**config.mk**
```make
export PLATFORM = sky130hd
export DESIGN_NAME = axi_rd_req_scheduler_flat
export DESIGN_NICKNAME = d
export VERILOG_FILES = /design/src/rtl/axi_rd_sched_pkg.sv /design/src/rtl/axi_rd_req_scheduler_if.sv /design/src/rtl/axi_rd_id_pool.sv /design/src/rtl/axi_rd_req_scheduler.sv /design/src/flat_wrapper.sv
export SDC_FILE = /design/constraint.sdc
export NUM_CORES = 1
export LEC_CHECK = 0
export BUFFER_PORTS_ARGS = -buffer_cell sky130_fd_sc_hd__buf_2
export CAP_MARGIN = 20
export CELL_PAD_IN_SITES_DETAIL_PLACEMENT = 0
export CELL_PAD_IN_SITES_GLOBAL_PLACEMENT = 1
export CORE_AREA = 2 2 178 180
export CTS_CLUSTER_SIZE = 24
export DETAILED_ROUTE_END_ITERATION = 8
export DIE_AREA = 0 0 180 182
export MAX_ROUTING_LAYER = met4
export PLACE_DENSITY_LB_ADDON = 0.1
export SLEW_MARGIN = 20
export SYNTH_ARGS = -nofsm -noshare
export SYNTH_HDL_FRONTEND = slang
export SYNTH_SLANG_ARGS = --single-unit
```
**constraint.sdc**
```tcl
create_clock -name clk_i -period 2.5 [get_ports clk_i]
set_input_delay 0.125 -clock clk_i [delete_from_list [all_inputs] [get_ports clk_i]]
set_output_delay 0.125 -clock clk_i [all_outputs]
set_load 0.02 [all_outputs]
```
**src/rtl/axi_rd_sched_pkg.sv**
```systemverilog
// Shared configuration and types for the AXI read request scheduler slice.
// Widths live here so the pool, interface and top stay consistent.
package axi_rd_sched_pkg;

  localparam int unsigned NrPorts        = 3;
  localparam int unsigned AxiIdWidth     = 4;
  localparam int unsigned AxiAddrWidth   = 64;
  localparam int unsigned AxiDataWidth   = 64;
  localparam int unsigned MaxOutstanding = 7;

  localparam int unsigned NrIds        = 2 ** AxiIdWidth;
  localparam int unsigned PortIdxWidth = $clog2(NrPorts);
  localparam int unsigned CntWidth     = $clog2(MaxOutstanding + 1);

  typedef logic [AxiIdWidth-1:0]   id_t;
  typedef logic [PortIdxWidth-1:0] port_idx_t;
  typedef logic [CntWidth-1:0]     cnt_t;
  typedef logic [AxiAddrWidth-1:0] addr_t;
  typedef logic [AxiDataWidth-1:0] data_t;
  typedef logic [7:0]              len_t;

  typedef struct packed {
    addr_t addr;
    len_t  len;
    id_t   id;
  } ar_req_t;

  typedef enum logic {
    AR_IDLE,
    AR_PEND
  } ar_state_e;

endpackage

```
**src/rtl/axi_rd_req_scheduler_if.sv**
```systemverilog
// AXI4 read address and read data channels between the scheduler (master)
// and the NoC (slave).
interface axi_rd_req_scheduler_if;
  import axi_rd_sched_pkg::*;

  logic       ar_valid;
  logic       ar_ready;
  addr_t      ar_addr;
  len_t       ar_len;
  id_t        ar_id;

  logic       r_valid;
  logic       r_ready;
  id_t        r_id;
  data_t      r_data;
  logic [1:0] r_resp;
  logic       r_last;

  modport master (
    output ar_valid, ar_addr, ar_len, ar_id, r_ready,
    input  ar_ready, r_valid, r_id, r_data, r_resp, r_last
  );

  modport slave (
    input  ar_valid, ar_addr, ar_len, ar_id, r_ready,
    output ar_ready, r_valid, r_id, r_data, r_resp, r_last
  );

endinterface

```
**src/rtl/axi_rd_id_pool.sv**
```systemverilog
// AXI ID pool: busy bitmap, per-ID owner table, lowest-free encoder and
// in-flight counter.
module axi_rd_id_pool
  import axi_rd_sched_pkg::*;
(
  input  logic      clk_i,
  input  logic      rst_ni,
  input  logic      alloc_i,
  input  port_idx_t alloc_owner_i,
  output id_t       alloc_id_o,
  input  logic      free_i,
  input  id_t       free_id_i,
  input  id_t       lookup_id_i,
  output port_idx_t lookup_owner_o,
  output logic      lookup_busy_o,
  output logic      full_o,
  output cnt_t      count_o
);

  logic [NrIds-1:0] busy_q;
  port_idx_t        owner_q [NrIds];
  cnt_t             count_q;
  logic             any_free;

  // Encoder works on the registered bitmap, so an ID freed this cycle is
  // never handed out again in the same cycle.
  always_comb begin
    alloc_id_o = '0;
    any_free   = 1'b0;
    for (int unsigned i = 0; i < NrIds; i++) begin
      if (!busy_q[i] && !any_free) begin
        alloc_id_o = id_t'(i);
        any_free   = 1'b1;
      end
    end
  end

  always_comb begin
    full_o         = !any_free || (count_q == cnt_t'(MaxOutstanding));
    lookup_owner_o = owner_q[lookup_id_i];
    lookup_busy_o  = busy_q[lookup_id_i];
    count_o        = count_q;
  end

  always_ff @(posedge clk_i or negedge rst_ni) begin
    if (!rst_ni) begin
      busy_q  <= '0;
      count_q <= '0;
      for (int unsigned i = 0; i < NrIds; i++) begin
        owner_q[i] <= '0;
      end
    end else begin
      if (free_i) begin
        busy_q[free_id_i] <= 1'b0;
      end
      if (alloc_i) begin
        busy_q[alloc_id_o]  <= 1'b1;
        owner_q[alloc_id_o] <= alloc_owner_i;
      end
      if (alloc_i && !free_i) begin
        count_q <= count_q + 1'b1;
      end else if (!alloc_i && free_i) begin
        count_q <= count_q - 1'b1;
      end
    end
  end

endmodule

```
**src/rtl/axi_rd_req_scheduler.sv**
```systemverilog
// Shares one AXI4 AR/R channel pair among NrPorts requesters: round-robin
// arbitration, per-transaction ID allocation and ID-based R beat routing.
module axi_rd_req_scheduler
  import axi_rd_sched_pkg::*;
(
  input  logic                            clk_i,
  input  logic                            rst_ni,
  input  logic [NrPorts-1:0]              req_valid_i,
  output logic [NrPorts-1:0]              req_ready_o,
  input  logic [NrPorts*AxiAddrWidth-1:0] req_addr_i,
  input  logic [NrPorts*8-1:0]            req_len_i,
  axi_rd_req_scheduler_if.master          axi,
  output logic [NrPorts-1:0]              rsp_valid_o,
  input  logic [NrPorts-1:0]              rsp_ready_i,
  output data_t                           rsp_data_o,
  output logic                            rsp_last_o,
  output logic                            rsp_err_o,
  output cnt_t                            outstanding_o,
  output logic                            proto_err_o
);

  ar_state_e state_q, state_d;
  ar_req_t   ar_q;
  port_idx_t rr_ptr_q;
  port_idx_t winner, win_hi, win_lo;
  logic      hit_hi, hit_lo, any_req;
  addr_t     win_addr;
  len_t      win_len;
  logic      grant, pool_full;
  id_t       alloc_id;
  port_idx_t r_owner;
  logic      r_busy, r_free;
  logic      proto_err_q;
  logic      unused_resp_lsb;

  // Round robin: prefer the lowest requester at or above the pointer,
  // otherwise wrap to the lowest requester overall.
  always_comb begin
    hit_hi = 1'b0;
    hit_lo = 1'b0;
    win_hi = '0;
    win_lo = '0;
    for (int unsigned i = 0; i < NrPorts; i++) begin
      if (req_valid_i[i]) begin
        if (!hit_lo) begin
          win_lo = port_idx_t'(i);
          hit_lo = 1'b1;
        end
        if (!hit_hi && (port_idx_t'(i) >= rr_ptr_q)) begin
          win_hi = port_idx_t'(i);
          hit_hi = 1'b1;
        end
      end
    end
    any_req = hit_lo;
    winner  = hit_hi ? win_hi : win_lo;
  end

  always_comb begin
    win_addr = '0;
    win_len  = '0;
    for (int unsigned i = 0; i < NrPorts; i++) begin
      if (port_idx_t'(i) == winner) begin
        win_addr = req_addr_i[i*AxiAddrWidth +: AxiAddrWidth];
        win_len  = req_len_i[i*8 +: 8];
      end
    end
  end

  assign grant = ((state_q == AR_IDLE) || axi.ar_ready) && !pool_full && any_req;

  always_comb begin
    req_ready_o = '0;
    for (int unsigned i = 0; i < NrPorts; i++) begin
      req_ready_o[i] = grant && (port_idx_t'(i) == winner);
    end
  end

  // AR slot FSM
  always_ff @(posedge clk_i or negedge rst_ni) begin
    if (!rst_ni) begin
      state_q <= AR_IDLE;
    end else begin
      state_q <= state_d;
    end
  end

  always_comb begin
    state_d = state_q;
    case (state_q)
      AR_IDLE: if (grant) state_d = AR_PEND;
      AR_PEND: if (axi.ar_ready && !grant) state_d = AR_IDLE;
    endcase
  end

  always_comb begin
    axi.ar_valid = (state_q == AR_PEND);
    axi.ar_addr  = ar_q.addr;
    axi.ar_len   = ar_q.len;
    axi.ar_id    = ar_q.id;
  end

  always_ff @(posedge clk_i or negedge rst_ni) begin
    if (!rst_ni) begin
      ar_q     <= '0;
      rr_ptr_q <= '0;
    end else if (grant) begin
      ar_q     <= '{addr: win_addr, len: win_len, id: alloc_id};
      rr_ptr_q <= (winner == port_idx_t'(NrPorts - 1)) ? '0 : winner + 1'b1;
    end
  end

  axi_rd_id_pool u_id_pool (
    .clk_i          (clk_i),
    .rst_ni         (rst_ni),
    .alloc_i        (grant),
    .alloc_owner_i  (winner),
    .alloc_id_o     (alloc_id),
    .free_i         (r_free),
    .free_id_i      (axi.r_id),
    .lookup_id_i    (axi.r_id),
    .lookup_owner_o (r_owner),
    .lookup_busy_o  (r_busy),
    .full_o         (pool_full),
    .count_o        (outstanding_o)
  );

  // Beats for IDs nobody owns are accepted and discarded so the bus cannot stall.
  always_comb begin
    rsp_valid_o = '0;
    axi.r_ready = 1'b1;
    if (r_busy) begin
      for (int unsigned i = 0; i < NrPorts; i++) begin
        if (port_idx_t'(i) == r_owner) begin
          rsp_valid_o[i] = axi.r_valid;
          axi.r_ready    = rsp_ready_i[i];
        end
      end
    end
  end

  assign r_free          = axi.r_valid && axi.r_ready && axi.r_last && r_busy;
  assign rsp_data_o      = axi.r_data;
  assign rsp_last_o      = axi.r_last;
  assign rsp_err_o       = axi.r_resp[1];
  assign unused_resp_lsb = axi.r_resp[0];

  always_ff @(posedge clk_i or negedge rst_ni) begin
    if (!rst_ni) begin
      proto_err_q <= 1'b0;
    end else if (axi.r_valid && !r_busy) begin
      proto_err_q <= 1'b1;
    end
  end

  assign proto_err_o = proto_err_q;

endmodule

```
**src/flat_wrapper.sv**
```systemverilog
// flat-port wrapper written by rule: the top's interface ports become plain ports
module axi_rd_req_scheduler_flat import axi_rd_sched_pkg::*;
  (clk_i, rst_ni, req_valid_i, req_ready_o, req_addr_i, req_len_i, rsp_valid_o, rsp_ready_i, rsp_data_o, rsp_last_o, rsp_err_o, outstanding_o, proto_err_o, axi_ar_valid, axi_ar_addr, axi_ar_len, axi_ar_id, axi_r_ready, axi_ar_ready, axi_r_valid, axi_r_id, axi_r_data, axi_r_resp, axi_r_last);
  axi_rd_req_scheduler_if axi_i ();
  input  logic clk_i;
  input  logic rst_ni;
  input  logic [NrPorts-1:0] req_valid_i;
  output logic [NrPorts-1:0] req_ready_o;
  input  logic [NrPorts*AxiAddrWidth-1:0] req_addr_i;
  input  logic [NrPorts*8-1:0] req_len_i;
  output logic [NrPorts-1:0] rsp_valid_o;
  input  logic [NrPorts-1:0] rsp_ready_i;
  output data_t rsp_data_o;
  output logic rsp_last_o;
  output logic rsp_err_o;
  output cnt_t outstanding_o;
  output logic proto_err_o;
  output wire logic [$bits(axi_i.ar_valid)-1:0] axi_ar_valid;
  output wire logic [$bits(axi_i.ar_addr)-1:0] axi_ar_addr;
  output wire logic [$bits(axi_i.ar_len)-1:0] axi_ar_len;
  output wire logic [$bits(axi_i.ar_id)-1:0] axi_ar_id;
  output wire logic [$bits(axi_i.r_ready)-1:0] axi_r_ready;
  input wire logic [$bits(axi_i.ar_ready)-1:0] axi_ar_ready;
  input wire logic [$bits(axi_i.r_valid)-1:0] axi_r_valid;
  input wire logic [$bits(axi_i.r_id)-1:0] axi_r_id;
  input wire logic [$bits(axi_i.r_data)-1:0] axi_r_data;
  input wire logic [$bits(axi_i.r_resp)-1:0] axi_r_resp;
  input wire logic [$bits(axi_i.r_last)-1:0] axi_r_last;
  assign axi_ar_valid = axi_i.ar_valid;
  assign axi_ar_addr = axi_i.ar_addr;
  assign axi_ar_len = axi_i.ar_len;
  assign axi_ar_id = axi_i.ar_id;
  assign axi_r_ready = axi_i.r_ready;
  assign axi_i.ar_ready = axi_ar_ready;
  assign axi_i.r_valid = axi_r_valid;
  assign axi_i.r_id = axi_r_id;
  assign axi_i.r_data = axi_r_data;
  assign axi_i.r_resp = axi_r_resp;
  assign axi_i.r_last = axi_r_last;
  axi_rd_req_scheduler u_core (.clk_i(clk_i), .rst_ni(rst_ni), .req_valid_i(req_valid_i), .req_ready_o(req_ready_o), .req_addr_i(req_addr_i), .req_len_i(req_len_i), .axi(axi_i), .rsp_valid_o(rsp_valid_o), .rsp_ready_i(rsp_ready_i), .rsp_data_o(rsp_data_o), .rsp_last_o(rsp_last_o), .rsp_err_o(rsp_err_o), .outstanding_o(outstanding_o), .proto_err_o(proto_err_o));
endmodule
```
### Word level (Yosys, flattened, before mapping)

Index checks and enable logic that the tools add are counted.
Widths: inputs -> output; s select.

| operators by class | value |
|---|---|
| $add $sub $neg | 3 |
| order comparisons | 10 |
| eq/ne operators | 6 |
| muxes and demuxes | 83 |
| bitwise logic cells | 6 |
| reduce and logical (&&, ||, !) cells | 73 |

Operators by type and width:

| operator | count |
|---|---|
| $mux 64 | 3 |
| $mux 4 | 13 |
| $mux 1 | 40 |
| $logic_not 1->1 | 36 |
| $bwmux 32 | 1 |
| $logic_and 1x1->1 | 32 |
| $mux 16 | 2 |
| $mux 2 | 12 |
| $mux 8 | 3 |
| $and 16x16->16 | 1 |
| $not 16->16 | 1 |
| $or 16x16->16 | 1 |
| $ge 5x5->1 const B | 2 |
| $lt 4x5->1 const B | 2 |
| $not 4->5 | 2 |
| $mux 3 | 3 |
| $bmux 2 s4 | 1 |
| $demux 1 s4 | 2 |
| $demux 2 s4 | 1 |
| $ge 4x1->1 const B | 2 |
| $lt 5x1->1 const B | 1 |
| $bmux 1 s4 | 1 |
| $eq 1x2->1 const A | 2 |
| $eq 2x2->1 const A | 2 |
| other kinds (12) | 15 |

| word-level totals | value |
|---|---|
| flip-flop bits (word level) | 131 |
| bits of input ports | 297 |
| output and inout port bits | 154 |
| logic and storage cells | 205 |

### Depth between registers and ports, before layout

| depth | value |
|---|---|
| depth after elaboration | 54 |
| mapped depth | 14 |
| gate-level depth less buffers | 12 |

### By module

Synthesis repeated with hierarchy kept, for this count alone.

| unflattened totals | value |
|---|---|
| cell total of the unflattened synthesis | 738 |
| area total of the unflattened synthesis | 7422.1 um^2 |

By module, submodules not included:

| module | times used | cells each | area an instance (um^2) | seq. area each (um^2) |
|---|---|---|---|---|
| axi_rd_req_scheduler | 1 | 521 | 4675.7 | 2001.9 |
| axi_rd_id_pool | 1 | 217 | 2746.4 | 1276.2 |

### Least setup slack after synthesis

Ideal clock, no wire load.

| timing | value |
|---|---|
| kind | input to register |
| from | input axi_r_id[3] |
| to | register u_core.u_id_pool.count_q[1] (netlist: u_core.u_id_pool.count_o[1]) |
| library setup time | 0.125 ns |
| data arrival time | 2.584 ns |
| data required time | 2.375 ns |
| slack | -0.209 ns |
| stages on the path | 12 |
| buffers on the path | 2 |
| cell sequence | clkbuf_8 > nor2b_1 > a22o_1 > or4_1 > and4_4 > a21oi_2 > buf_6 > inv_1 > ha_1 > inv_1 > fa_1 > mux2_2 |

| between the ends | value |
|---|---|
| cells in the longest elaborated chain, start to end | 15 |
| elaborated cells between the ends (all ways) | 21 |
| classes of those cells | eq/ne: 2; mux: 10; bitwise: 1; reduce/logical: 8 |

Ends and longest elaborated chain:

| what | line | text |
|---|---|---|
| start, declared | flat_wrapper.sv:25 | `input wire logic [$bits(axi_i.r_id)-1:0] axi_r_id;` |
| $not 4->5 (not written as such) | axi_rd_id_pool.sv:40 | `lookup_owner_o = owner_q[lookup_id_i];` |
| $bmux 2 s4 | axi_rd_id_pool.sv:40 |  |
| $mux 2 (not written as such) (2 in a row) | axi_rd_id_pool.sv:40 |  |
| $logic_not 2->1 | axi_rd_req_scheduler.sv:134 | `if (port_idx_t'(i) == r_owner) begin` |
| $mux 1 (3 in a row) | axi_rd_req_scheduler.sv:134 |  |
| $mux 1 | axi_rd_req_scheduler.sv:132 | `if (r_busy) begin` |
| $logic_and 1x1->1 (2 in a row) | axi_rd_req_scheduler.sv:142 | `assign r_free = axi.r_valid && axi.r_ready && axi.r_last && r_busy;` |
| $logic_and 1x1->1 * | axi_rd_req_scheduler.sv:142 |  |
| $logic_not 1->1 | axi_rd_id_pool.sv:60 | `if (alloc_i && !free_i) begin` |
| $logic_and 1x1->1 | axi_rd_id_pool.sv:60 |  |
| $mux 3 / $reduce_bool 2->1 (equally long branches) | -- |  |
| end signal, assigned | axi_rd_id_pool.sv:61 | `count_q <= count_q + 1'b1;` |
| end signal, assigned | axi_rd_id_pool.sv:63 | `count_q <= count_q - 1'b1;` |
| end, declared | axi_rd_id_pool.sv:22 | `cnt_t count_q;` |

Every way passes the cells marked *; elsewhere a longest branch is shown, timed or not. The select of a mux whose other input is x is not followed.
A chain may end at the register's enable or synchronous reset.

### Final worst setup path

| timing | value |
|---|---|
| from | register u_core.u_id_pool.owner_q[15] (netlist bit) |
| to | register u_core.u_id_pool.count_q[1] (netlist: u_core.u_id_pool.count_o[1]) |

| between the ends | value |
|---|---|
| cells in the longest elaborated chain, start to end | 14 |
| elaborated cells between the ends (all ways) | 18 |
| classes of those cells | eq/ne: 2; mux: 8; reduce/logical: 8 |

Ends and longest elaborated chain:

| what | line | text |
|---|---|---|
| start, declared | axi_rd_id_pool.sv:21 | `port_idx_t owner_q [NrIds];` |
| start signal, assigned by index | axi_rd_id_pool.sv:58 | `owner_q[alloc_id_o] <= alloc_owner_i;` |
| $bmux 2 s4 * | axi_rd_id_pool.sv:40 |  |
| $mux 2 (not written as such) * (2 in a row) | axi_rd_id_pool.sv:40 |  |
| $logic_not 2->1 | axi_rd_req_scheduler.sv:134 |  |
| $mux 1 (2 in a row) | axi_rd_req_scheduler.sv:134 |  |
| $mux 1 * | axi_rd_req_scheduler.sv:134 |  |
| $mux 1 * | axi_rd_req_scheduler.sv:132 |  |
| $logic_and 1x1->1 * (3 in a row) | axi_rd_req_scheduler.sv:142 |  |
| $logic_not 1->1 | axi_rd_id_pool.sv:60 |  |
| $logic_and 1x1->1 | axi_rd_id_pool.sv:60 |  |
| $mux 3 / $reduce_bool 2->1 (equally long branches) | -- |  |

Marks and branches as above.

==> results.md <==
- Syn nets: around 1,100
- GRT overflow: 0
- Final Power: 13.3 mW
- Mux contribution to synthesized area: 0.0935
- Commonest non-fill, non-tap cells in the layout: buf_2, dfrtp_1, nand2_1, nor2_1, buf_4
- Leading cell type in the layout, fill and taps excluded: buf_2
- Netlist Area Pre-Place: 7550 um^2
- H-tree levels: 4
- CTS tree: yes
- Post-DRT Antenna Nets: 0
- Chip width: about 180 um
- Clock Path Buffers: 2
- CP Data Required Time: 2810 ps
- EDFF count, synth: 0
- Nets: around 1,400
- Post-route insts no fill: 1,542
- DP Area: 9570 um^2
- Fmax: 389 MHz
- Die ar.: 32,800 um^2
- Dpl ws: -233 ps
- Critical path class: register to register
- Xor and xnor fraction of the mapped netlist area: 0.00348
- Die H: between 150 and 200 um
- Post-Synthesis Cells: 786
- 1st-iter DRT viols: 336
- Drt drc: 0
- Layout area overhead: 42.0%
- Setup Skew: 13.7 ps
- PwrDens: 1240 nW/um^2
- VDD IR max: 0.000475 V
- Fin worst setup slack: -72.5 ps
- Drt via density: 4.67
- Clk Latency, worst-skew pair: between 400 and 500 ps
- TritonCTS Sinks: 131
- Most used DFF post-synth: dfrtp_1
- # setup viols final: 2
- Top-Level Pins: 451
- Vias in the first global route: about 7,500
- Max-cap violations: 0
- Initial antenna violation count: 7
- Worst setup SP type: register
- Cell at the root of the clock tree: clkbuf_16
- Mean Syn Cell Area: 9.61 um^2
- Starting Density: 0.244
- Largest net degree at the start of global routing: 77
- Setup TNS: -76.9 ps
- HP Class: primary input to register
- Design area: 10,700 um^2
- Drt wl/cell: 19.1 um
- CTS Buf Count: 17
- CORE AREA: 31,000 um^2
- Synth Area in Compound Gates: 0.219
- Fin crit share: 1.03
- DR vias: 7,194
- Total Wirelength: 29.5 mm
- Outcome: finished with violations
- Asr flop ratio synth: 1.00
- RSZ-0062 raised after global routing: true
- Final Hold Viols: 0
- Register clock-pin slew on the reported worst setup and hold paths: about 60 ps
- Wire length of the first global-routing pass: approximately 45 mm
- DP HPWL: 21.0 mm
- Largest family of logic cells by synthesized area: compound AO/OA/AOI/OAI gates
- CP arrival: 2880 ps
- Final Wtd Congestion: 0.769
- Synthesis warning total: 0
- Failing checks: setup timing
- Relative slew slack: 0.484
- TritonRoute pass-1 iters: 5
- Tightest Pin Transition: 774 ps
- Post-synthesis sequential area ratio: 0.434
- Fin crit period: 2570 ps
- IO buf count: 319
- Synth cell types: 62
- Element type at the critical path end: register
- Placed Instances: around 1,500
- Total track usage: 0.184
- Worst Path Max Fanout: 2
- Share of layout cells above drive strength 1: 0.443
- Num rows: 65
- Leakage: 5.25 nW
- Seq cells post-synth: around 130
- Max-slew violations: 0
- Adder-cell share of the synthesized area: 0.00431
- Post-synthesis simple-gate area fraction: 0.135
-- layout make-up --
type                            count  area (um^2)
Inverter                           16         60.1
Antenna cell                        8         20.0
Tap cell                          402          503
Timing Repair Buffer              433         2720
Clock buffer                       21          470
Clock inverter                     11          104
Fill cell                        3284        20300
Sequential cell                   131         3280
Multi-Input combinational cell    520         3560
-- critical path, stage by stage (launching register included) --
cell	delay, ps
dfrtp_1	350
mux2i_1	70
a22o_1	220
or4_1	470
and4_4	210
a21oi_4	180
inv_2	60
ha_4	160
inv_2	40
fa_2	410
mux2_4	270
-- power breakdown --
part	leakage [nW]	switching (mW)	internal, mW
Combinational	3.41	4.25	2.95
Clock	0.268	1.03	1.45
Sequential	1.58	0.527	3.13
Total	5.25	5.81	7.52
-- synthesized netlist by cell type, drive strengths merged, types with 8 or more instances --
master,instances,share of area
inv,15,0.0075
mux2i,9,0.012
nor2,79,0.039
a21o,31,0.031
buf,76,0.074
a21oi,21,0.014
a311oi,29,0.034
o22ai,34,0.028
dfrtp,131,0.43
mux2,37,0.056
a22o,12,0.014
o31ai,36,0.036
nand2,115,0.057
clkbuf,43,0.029
mux4,8,0.026
o21ai,18,0.012
a32oi,8,0.0093
nand3,12,0.0080
-- path summary, 6_finish.rpt --
| kind | startpoint | depth (start not counted) | slack (ps) | to |
|---|---|---|---|---|
| max | u_core.u_id_pool.owner_q[15]$_DFFE_PN0P_ | 10 | -70 | u_core.u_id_pool.count_o[1]$_DFFE_PN0P_ |
| min | axi_ar_ready | 3 | 10 | u_core.axi.ar_valid$_DFF_PN0_ |
| min reg2reg | u_core.proto_err_o$_DFFE_PN0P_ | 1 | 450 | u_core.proto_err_o$_DFFE_PN0P_ |
| max in group asynchronous | rst_ni | 3 | 1390 | u_core.rr_ptr_q[1]$_DFFE_PN0P_ |
| min in group asynchronous | rst_ni | 2 | 290 | u_core.axi.ar_addr[1]$_DFFE_PN0P_ |
| max reg2reg | u_core.u_id_pool.owner_q[15]$_DFFE_PN0P_ | 10 | -70 | u_core.u_id_pool.count_o[1]$_DFFE_PN0P_ |
-- through the flow --
step	utilization	hold WS, ps
global route	0.346	13.9
floorplan	-	-171
global placement	0.309	212
detailed placement	0.309	220
CTS	0.342	2.21
finish	0.346	13.4
-- metal layers --
layer  vias to the layer above  global-route usage  wire, um
met4                         0              0.0498       461
met2                       244               0.307     14800
met3                        39              0.0598      2080
met5                         -                   -         0
met1                      3438               0.213     12200
li1                       3473                   -         -
-- sequential cells by signal, summed over array words and instances (netlist names) --
name	cells
u_core.axi.ar_addr	64
u_core.u_id_pool.owner_q	32
u_core.u_id_pool.busy_q	16
u_core.axi.ar_len	8
u_core.axi.ar_id	4
u_core.u_id_pool.count_o	3
u_core.rr_ptr_q	2
u_core.axi.ar_valid	1
u_core.proto_err_o	1
-- kinds of logic after synthesis --
| kind of cell | count (synthesis) |
|---|---|
| AND/OR/NAND/NOR | 240 |
| AO/OA/AOI/OAI | 221 |
| buffers and inverters | 135 |
| flip-flops | 131 |
| multiplexers | 54 |
| XOR/XNOR | 3 |
| adder cells (fa/ha/maj) | 2 |
-- repair_timing --
item	4_1_cts	5_1_grt
hold buffers	39	0
buffers inserted	0	4
setup endpoints to repair	5	35
pin swaps	3	6
resized for setup	1	19
endpoints found under the hold margin	105	0
cloned	2	0
Power figures use the tool's default switching activity.
